### src/rtl/alien_march_ctrl_pkg.sv
// alien_march_ctrl_pkg: formation geometry shared by march, collision and shot logic
package alien_march_ctrl_pkg;
  localparam int SCREEN_W = 160;
  localparam int A_WIDTH = 13;
  localparam int A_HEIGHT = 8;
  localparam int A_X_DIST = 5;
  localparam int A_Y_DIST = 4;
  localparam int A_NUM_PER_ROW = 5;
  localparam int A_NUM_ROWS = 3;
  localparam int A_PITCH = A_WIDTH + A_X_DIST;
  localparam int A_COUNT = A_NUM_PER_ROW * A_NUM_ROWS;
  typedef enum logic [1:0] {WAIT, SCAN, MOVE} march_state_t;
endpackage

### src/rtl/alien_march_ctrl_period_calc.sv
// march_period_calc: alive count to clamped step period, never wrapping below zero
module march_period_calc #(
  parameter logic [29:0] BASE_PERIOD = 30'd2000000,
  parameter logic [29:0] PERIOD_DEC = 30'd120000,
  parameter logic [29:0] MIN_PERIOD = 30'd200000
) (
  input  logic [3:0]  cnt,
  output logic [29:0] period
);
  logic [29:0] dec;
  always_comb begin
    dec = {26'd0, 4'd15 - cnt} * PERIOD_DEC;
    period = (dec >= BASE_PERIOD) ? MIN_PERIOD :
             (BASE_PERIOD - dec < MIN_PERIOD) ? MIN_PERIOD : BASE_PERIOD - dec;
  end
endmodule

### src/rtl/alien_march_ctrl.sv
// alien_march_ctrl: step timer, column scan and edge-reversing march of the alien formation
module alien_march_ctrl
  import alien_march_ctrl_pkg::*;
#(
  parameter int STEP_X = 1,
  parameter int STEP_Y = 4,
  parameter logic [29:0] BASE_PERIOD = 30'd2000000,
  parameter logic [29:0] PERIOD_DEC = 30'd120000,
  parameter logic [29:0] MIN_PERIOD = 30'd200000,
  parameter logic [7:0] START_X = 8'd10,
  parameter logic [7:0] START_Y = 8'd10
) (
  input  logic        clock,
  input  logic        reset,
  input  logic        enable,
  input  logic [14:0] alive,
  output logic [7:0]  alienX,
  output logic [7:0]  alienY,
  output logic        dir,
  output logic        step_pulse,
  output logic        all_dead
);
  localparam logic [2:0] LAST_COL = 3'(A_NUM_PER_ROW - 1);
  march_state_t state, state_n;
  logic [29:0] timer, period, period_n;
  logic [14:0] alive_q;
  logic [2:0] col, maxc;
  logic [3:0] cnt, col4;
  logic any, expire, b0, b1, b2, occ, hit_r, hit_l;
  logic [1:0] pc;
  logic [8:0] right;
  logic [7:0] y_next;
  march_period_calc #(
    .BASE_PERIOD(BASE_PERIOD),
    .PERIOD_DEC(PERIOD_DEC),
    .MIN_PERIOD(MIN_PERIOD)
  ) u_period (
    .cnt(cnt),
    .period(period_n)
  );
  always_comb begin
    col4 = {1'b0, col};
    b0 = alive_q[col4];
    b1 = alive_q[col4 + 4'd5];
    b2 = alive_q[col4 + 4'd10];
    occ = b0 | b1 | b2;
    pc = {1'b0, b0} + {1'b0, b1} + {1'b0, b2};
    expire = timer == period - 30'd1;
    right = {1'b0, alienX} + 9'(maxc) * 9'(A_PITCH) + 9'(A_WIDTH);
    hit_r = dir && (right + 9'(STEP_X) > 9'(SCREEN_W - 1));
    hit_l = !dir && (alienX < 8'(STEP_X));
    // descent saturates so the formation never wraps back to the top
    y_next = ({1'b0, alienY} + 9'(STEP_Y) > 9'd255) ? 8'd255 : alienY + 8'(STEP_Y);
    state_n = state == WAIT ? ((enable && expire) ? SCAN : WAIT) :
              state == SCAN ? ((col == LAST_COL) ? MOVE : SCAN) : WAIT;
  end
  always_ff @(posedge clock)
    state <= !reset ? WAIT : state_n;
  always_ff @(posedge clock) begin
    if (!reset) begin
      alienX <= START_X;
      alienY <= START_Y;
      dir <= 1'b1;
      step_pulse <= 1'b0;
      all_dead <= 1'b0;
      timer <= 30'd0;
      period <= BASE_PERIOD;
      alive_q <= 15'd0;
      col <= 3'd0;
      cnt <= 4'd0;
      maxc <= 3'd0;
      any <= 1'b0;
    end else begin
      step_pulse <= 1'b0;
      if (state == WAIT && enable) begin
        timer <= expire ? 30'd0 : timer + 30'd1;
        if (expire) begin
          alive_q <= alive;
          col <= 3'd0;
          cnt <= 4'd0;
          maxc <= 3'd0;
          any <= 1'b0;
        end
      end
      if (state == SCAN) begin
        cnt <= cnt + {2'b0, pc};
        col <= col + 3'd1;
        if (occ) begin
          maxc <= col;
          any <= 1'b1;
        end
      end
      if (state == MOVE) begin
        period <= period_n;
        all_dead <= !any;
        if (any) begin
          step_pulse <= 1'b1;
          alienY <= (hit_r || hit_l) ? y_next : alienY;
          dir <= hit_r ? 1'b0 : hit_l ? 1'b1 : dir;
          alienX <= (hit_r || hit_l) ? alienX : dir ? alienX + 8'(STEP_X) : alienX - 8'(STEP_X);
        end
      end
    end
  end
endmodule

### config.mk
export PLATFORM = sky130hd
export DESIGN_NAME = alien_march_ctrl
export DESIGN_NICKNAME = d
export VERILOG_FILES = /design/src/rtl/alien_march_ctrl_pkg.sv /design/src/rtl/alien_march_ctrl_period_calc.sv /design/src/rtl/alien_march_ctrl.sv
export SDC_FILE = /design/constraint.sdc
export NUM_CORES = 1
export LEC_CHECK = 0
export CORE_UTILIZATION = 60
export CTS_CLUSTER_SIZE = 12
export DETAILED_ROUTE_END_ITERATION = 6
export PLACE_DENSITY_LB_ADDON = 0.15
export SLEW_MARGIN = 0
export SYNTH_ARGS = -nofsm -noshare
export SYNTH_HDL_FRONTEND = slang
export SYNTH_SLANG_ARGS = --single-unit
export TNS_END_PERCENT = 100
### constraint.sdc
create_clock -name clock -period 7.2 [get_ports clock]
set_input_delay 0.72 -clock clock [delete_from_list [all_inputs] [get_ports clock]]
set_output_delay 0.72 -clock clock [all_outputs]
set_load 0.1 [all_outputs]
==> metrics.md <==
| Metric | Value |
|---|---|
| Final setup violation count | `0` |
| IO Pins | `37` |
| Register-to-Register Path Depth | `11` |
| IO Port Bufs | `36` |
| Most Crowded Layer GR | `met2` |
| Routability cong. | `0.913` |
| Area share of the largest cell type after synthesis | `0.283` |
| Crit path DAT | `4.72 ns` |
| Switching Fraction | `0.235` |
| Logic gate share of total power | `0.031` |
| Grt total ovfl | `0` |
| Largest area contributor in the netlist | `dfxtp_1` |
| RSZ-0062 raised after global routing | `no` |
| Vias per inst | `6.03` |
| Mean post-synth cell area | `8.38 µm²` |
| Net Sw Power | `0.000212 W` |
| Post-synth cell types | `81` |
| Post-CTS Setup Bufs | `0` |
| TNS Setup | `0 ns` |
| Final WL | `14,300 µm` |
| Leakage | `2.83 nW` |
| Setup crit end | `any` |
| Post-route ant nets | `0` |
| Synthesis-to-finish area growth | `9.10%` |
| EDFF count, synth | `0` |
| Antenna violations before repair | `0` |
| Sequential Area | `0.00186 mm²` |
| Critical Path Start Type | `flip-flop` |
| Slew HR | `0.277` |
| CP endpoint kind | `flip-flop` |
| Routing usage on met2 | `0.444` |
| Crit path launch | `period[6]` |
| Grt met1 use | `0.329` |
| Max-Cap Viols | `0` |
| Post-route minimum period | `4.50 ns` |
| Clock Skews | `0.0140 ns` |
| First-pass GRT wire length | `24,200 µm` |
| CTS resizes | `0` |
| Pwr dens | `126 mW/mm²` |
| Total CTS buffers | `9` |
| Syn_nets | `860` |
| FF-to-FF setup slack | `2.70 ns` |
| CTS root buf | `clkbuf_8` |
| Sequential Power Share | `0.572` |
| Reg clk slew, reported paths | `0.10 ns` |
| # nets final | `877` |
| Mapped Cells | `786` |
| Synthesis Warnings | `0` |
| # rows | `37` |
| Worst-skew pair later-pin latency | `0.38 ns` |
| Hold Buf Count CTS | `0` |
| Status | `finished, final reports clean` |
| Met3 Usage GRT | `0.0407` |
| Total GRT Usage | `0.260` |
| Post-synth ARST share | `0` |
| Post-synthesis sequential area ratio | `0.283` |
| Clk sinks | `93` |
| Ant. Diodes | `0` |
| Worst hold path type | `flip-flop to flip-flop` |
| Setup CP Type | `flip-flop to flip-flop` |
| Critical R2R Launch | `period[6]` |
| Required time worst endpoint | `7.42 ns` |
| Worst R2R End | `any` |
| Pwr Total | `0.000902 W` |
| Initial DRC count | `276` |
| Yosys reg bits | `93` |
| Die W | `107 µm` |
| Placeable Area | `0.0105 mm²` |
| Worst-margin pin slew | `1.08 ns` |
| Ratio of cells with drive above 1 in the final layout | `0.0632` |
| Final Hold Fails | `0` |
| Vias in the first global route | `5,468` |
| Clock tree buffer depth | `2` |
| Die height | `107 µm` |
| Clock share of power | `0.396` |
| Internal power | `0.000690 W` |
| Top cells by area, synth | `dfxtp_1, ha_1, xnor2_1` |
| Placed insts | `928` |
| CP max FO | `30` |
| Initial core utilization | `0.629` |
| Cell Area, Synth | `0.00659 mm²` |
| DP HPWL | `10,700 µm` |
| F_max | `222 MHz` |
| Filler instances | `899` |
| Peak VDD IR | `0.112 mV` |
| Max Slew Vio Count | `0` |
| DR vias | `5,689` |
| H-tree depth | `3` |
| CTS tree | `built` |
| Pre-Repair DR Iteration Count | `5` |
| Final std cells w/o fill | `943` |
| WL/cell | `15.1 µm` |
| Most numerous cell in the Yosys netlist | `dfxtp_1` |
| Crit share post-route | `0.624` |
| Top cells by count, synth | `dfxtp_1, nand2_1, nor2_1, ha_1` |
| Die ar. | `0.0114 mm²` |
| Footprint of the multi-input gates | `0.00446 mm²` |
| Top FF cell, synth | `dfxtp_1` |
| DRC viols | `0` |
| Largest net degree at the start of global routing | `65` |
-- area by class of cell --
| type | instances | area share |
|---|---|---|
| Clock buffer | 9 | 0.0172 |
| Inverter | 37 | 0.0193 |
| Tap cell | 136 | 0.0237 |
| Sequential cell | 93 | 0.259 |
| Timing Repair Buffer | 37 | 0.0505 |
| Multi-Input combinational cell | 625 | 0.620 |
| Clock inverter | 6 | 0.00993 |
-- worst max-delay path, cell delays in order (launching register included) --
cell and delay [ns]:
dfxtp_1 0.36, inv_1 0.09, ha_1 0.22, or4b_2 0.66, nor2_1 0.15, xnor2_1 0.13
nand2_1 0.07, a22o_1 0.20, a2111oi_2 0.38, nand3_1 0.81, nand2_1 1.11, o22ai_1 0.16
-- worst min path at each step --
stage / from / end / slack, ns / cells past startpoint
3_3_place_gp: alienY[1] / alienY[1] / 0.46 / 1
3_5_place_dp: alienY[1] / alienY[1] / 0.46 / 1
2_1_floorplan: alive_q[8] / alive_q[8] / 0.44 / 2
4_1_cts: alienY[1] / alienY[1] / 0.48 / 1
6_report: alienY[1] / alienY[1] / 0.48 / 1
5_1_grt: alive_q[12] / alive_q[12] / 0.51 / 2
-- registers in the layout (all words and copies together) (netlist names), 2 cells and up --
name     count
maxc         3
alienY       8
state        2
cnt          4
alive_q     15
col          3
timer       30
period      16
alienX       8
-- layer usage --
| layer | part of all wire | vias up |
|---|---|---|
| met5 | 0 | - |
| met4 | 0.019 | 0 |
| met3 | 0.039 | 32 |
| met2 | 0.48 | 115 |
| met1 | 0.46 | 2686 |
| li1 | - | 2856 |
-- logic make-up (layout without fill, tap and decap cells) --
logic type | Yosys count | count (layout) | share of synthesized area
AO/OA/AOI/OAI | 140 | 140 | 0.150
multiplexers | 34 | 34 | 0.0692
buffers and inverters | 68 | 89 | 0.0416
AND/OR/NAND/NOR | 318 | 318 | 0.241
XOR/XNOR | 77 | 77 | 0.104
adder cells (fa/ha/maj) | 56 | 56 | 0.112
flip-flops | 93 | 93 | 0.283
-- power by group through the flow --
| stage | combinational [W] | sequential [W] | clock [W] |
|---|---|---|---|
| 6_report | 0.0000282 | 0.000516 | 0.000358 |
| 3_3_place_gp | 0.0000273 | 0.000528 | 0 |
| 5_1_grt | 0.0000310 | 0.000516 | 0.000385 |
| 3_5_place_dp | 0.0000281 | 0.000528 | 0 |
| 2_1_floorplan | 0.0000162 | 0.000528 | 0 |
| 4_1_cts | 0.0000282 | 0.000516 | 0.000368 |
-- per-stage QoR --
stage               hold slack, ns  area, µm²  setup WS (ns)   util
finish                       0.476       7180           2.70  0.687
detailed placement           0.459       6990           2.64  0.668
CTS                          0.481       7180           2.61  0.687
global placement             0.457       6990           2.75  0.668
floorplan                    0.445       6590           3.28      -
global route                 0.511       7180           2.31  0.687
-- layout by cell type (no fill, tap or decap), types with 5 or more instances in the layout --
| cell | instances |
|---|---|
| clkbuf_8 | 9 |
| and3_1 | 22 |
| mux2i_1 | 23 |
| a31oi_1 | 10 |
| fa_1 | 5 |
| nand3_1 | 43 |
| nor4_1 | 5 |
| xnor2_1 | 43 |
| nor3_1 | 14 |
| nand2b_1 | 10 |
| or3_1 | 6 |
| clkdlybuf4s50_1 | 35 |
| o21ai_1 | 7 |
| nor2_1 | 74 |
| mux4_2 | 9 |
| a211oi_1 | 5 |
| nand2_1 | 88 |
| o21ai_0 | 22 |
| xor2_1 | 33 |
| nor2b_1 | 6 |
| nand4_1 | 18 |
| dfxtp_1 | 93 |
| inv_1 | 37 |
| ha_1 | 51 |
| o211ai_1 | 5 |
| a21oi_1 | 29 |
Note: power is estimated with default switching activity, not from simulation.
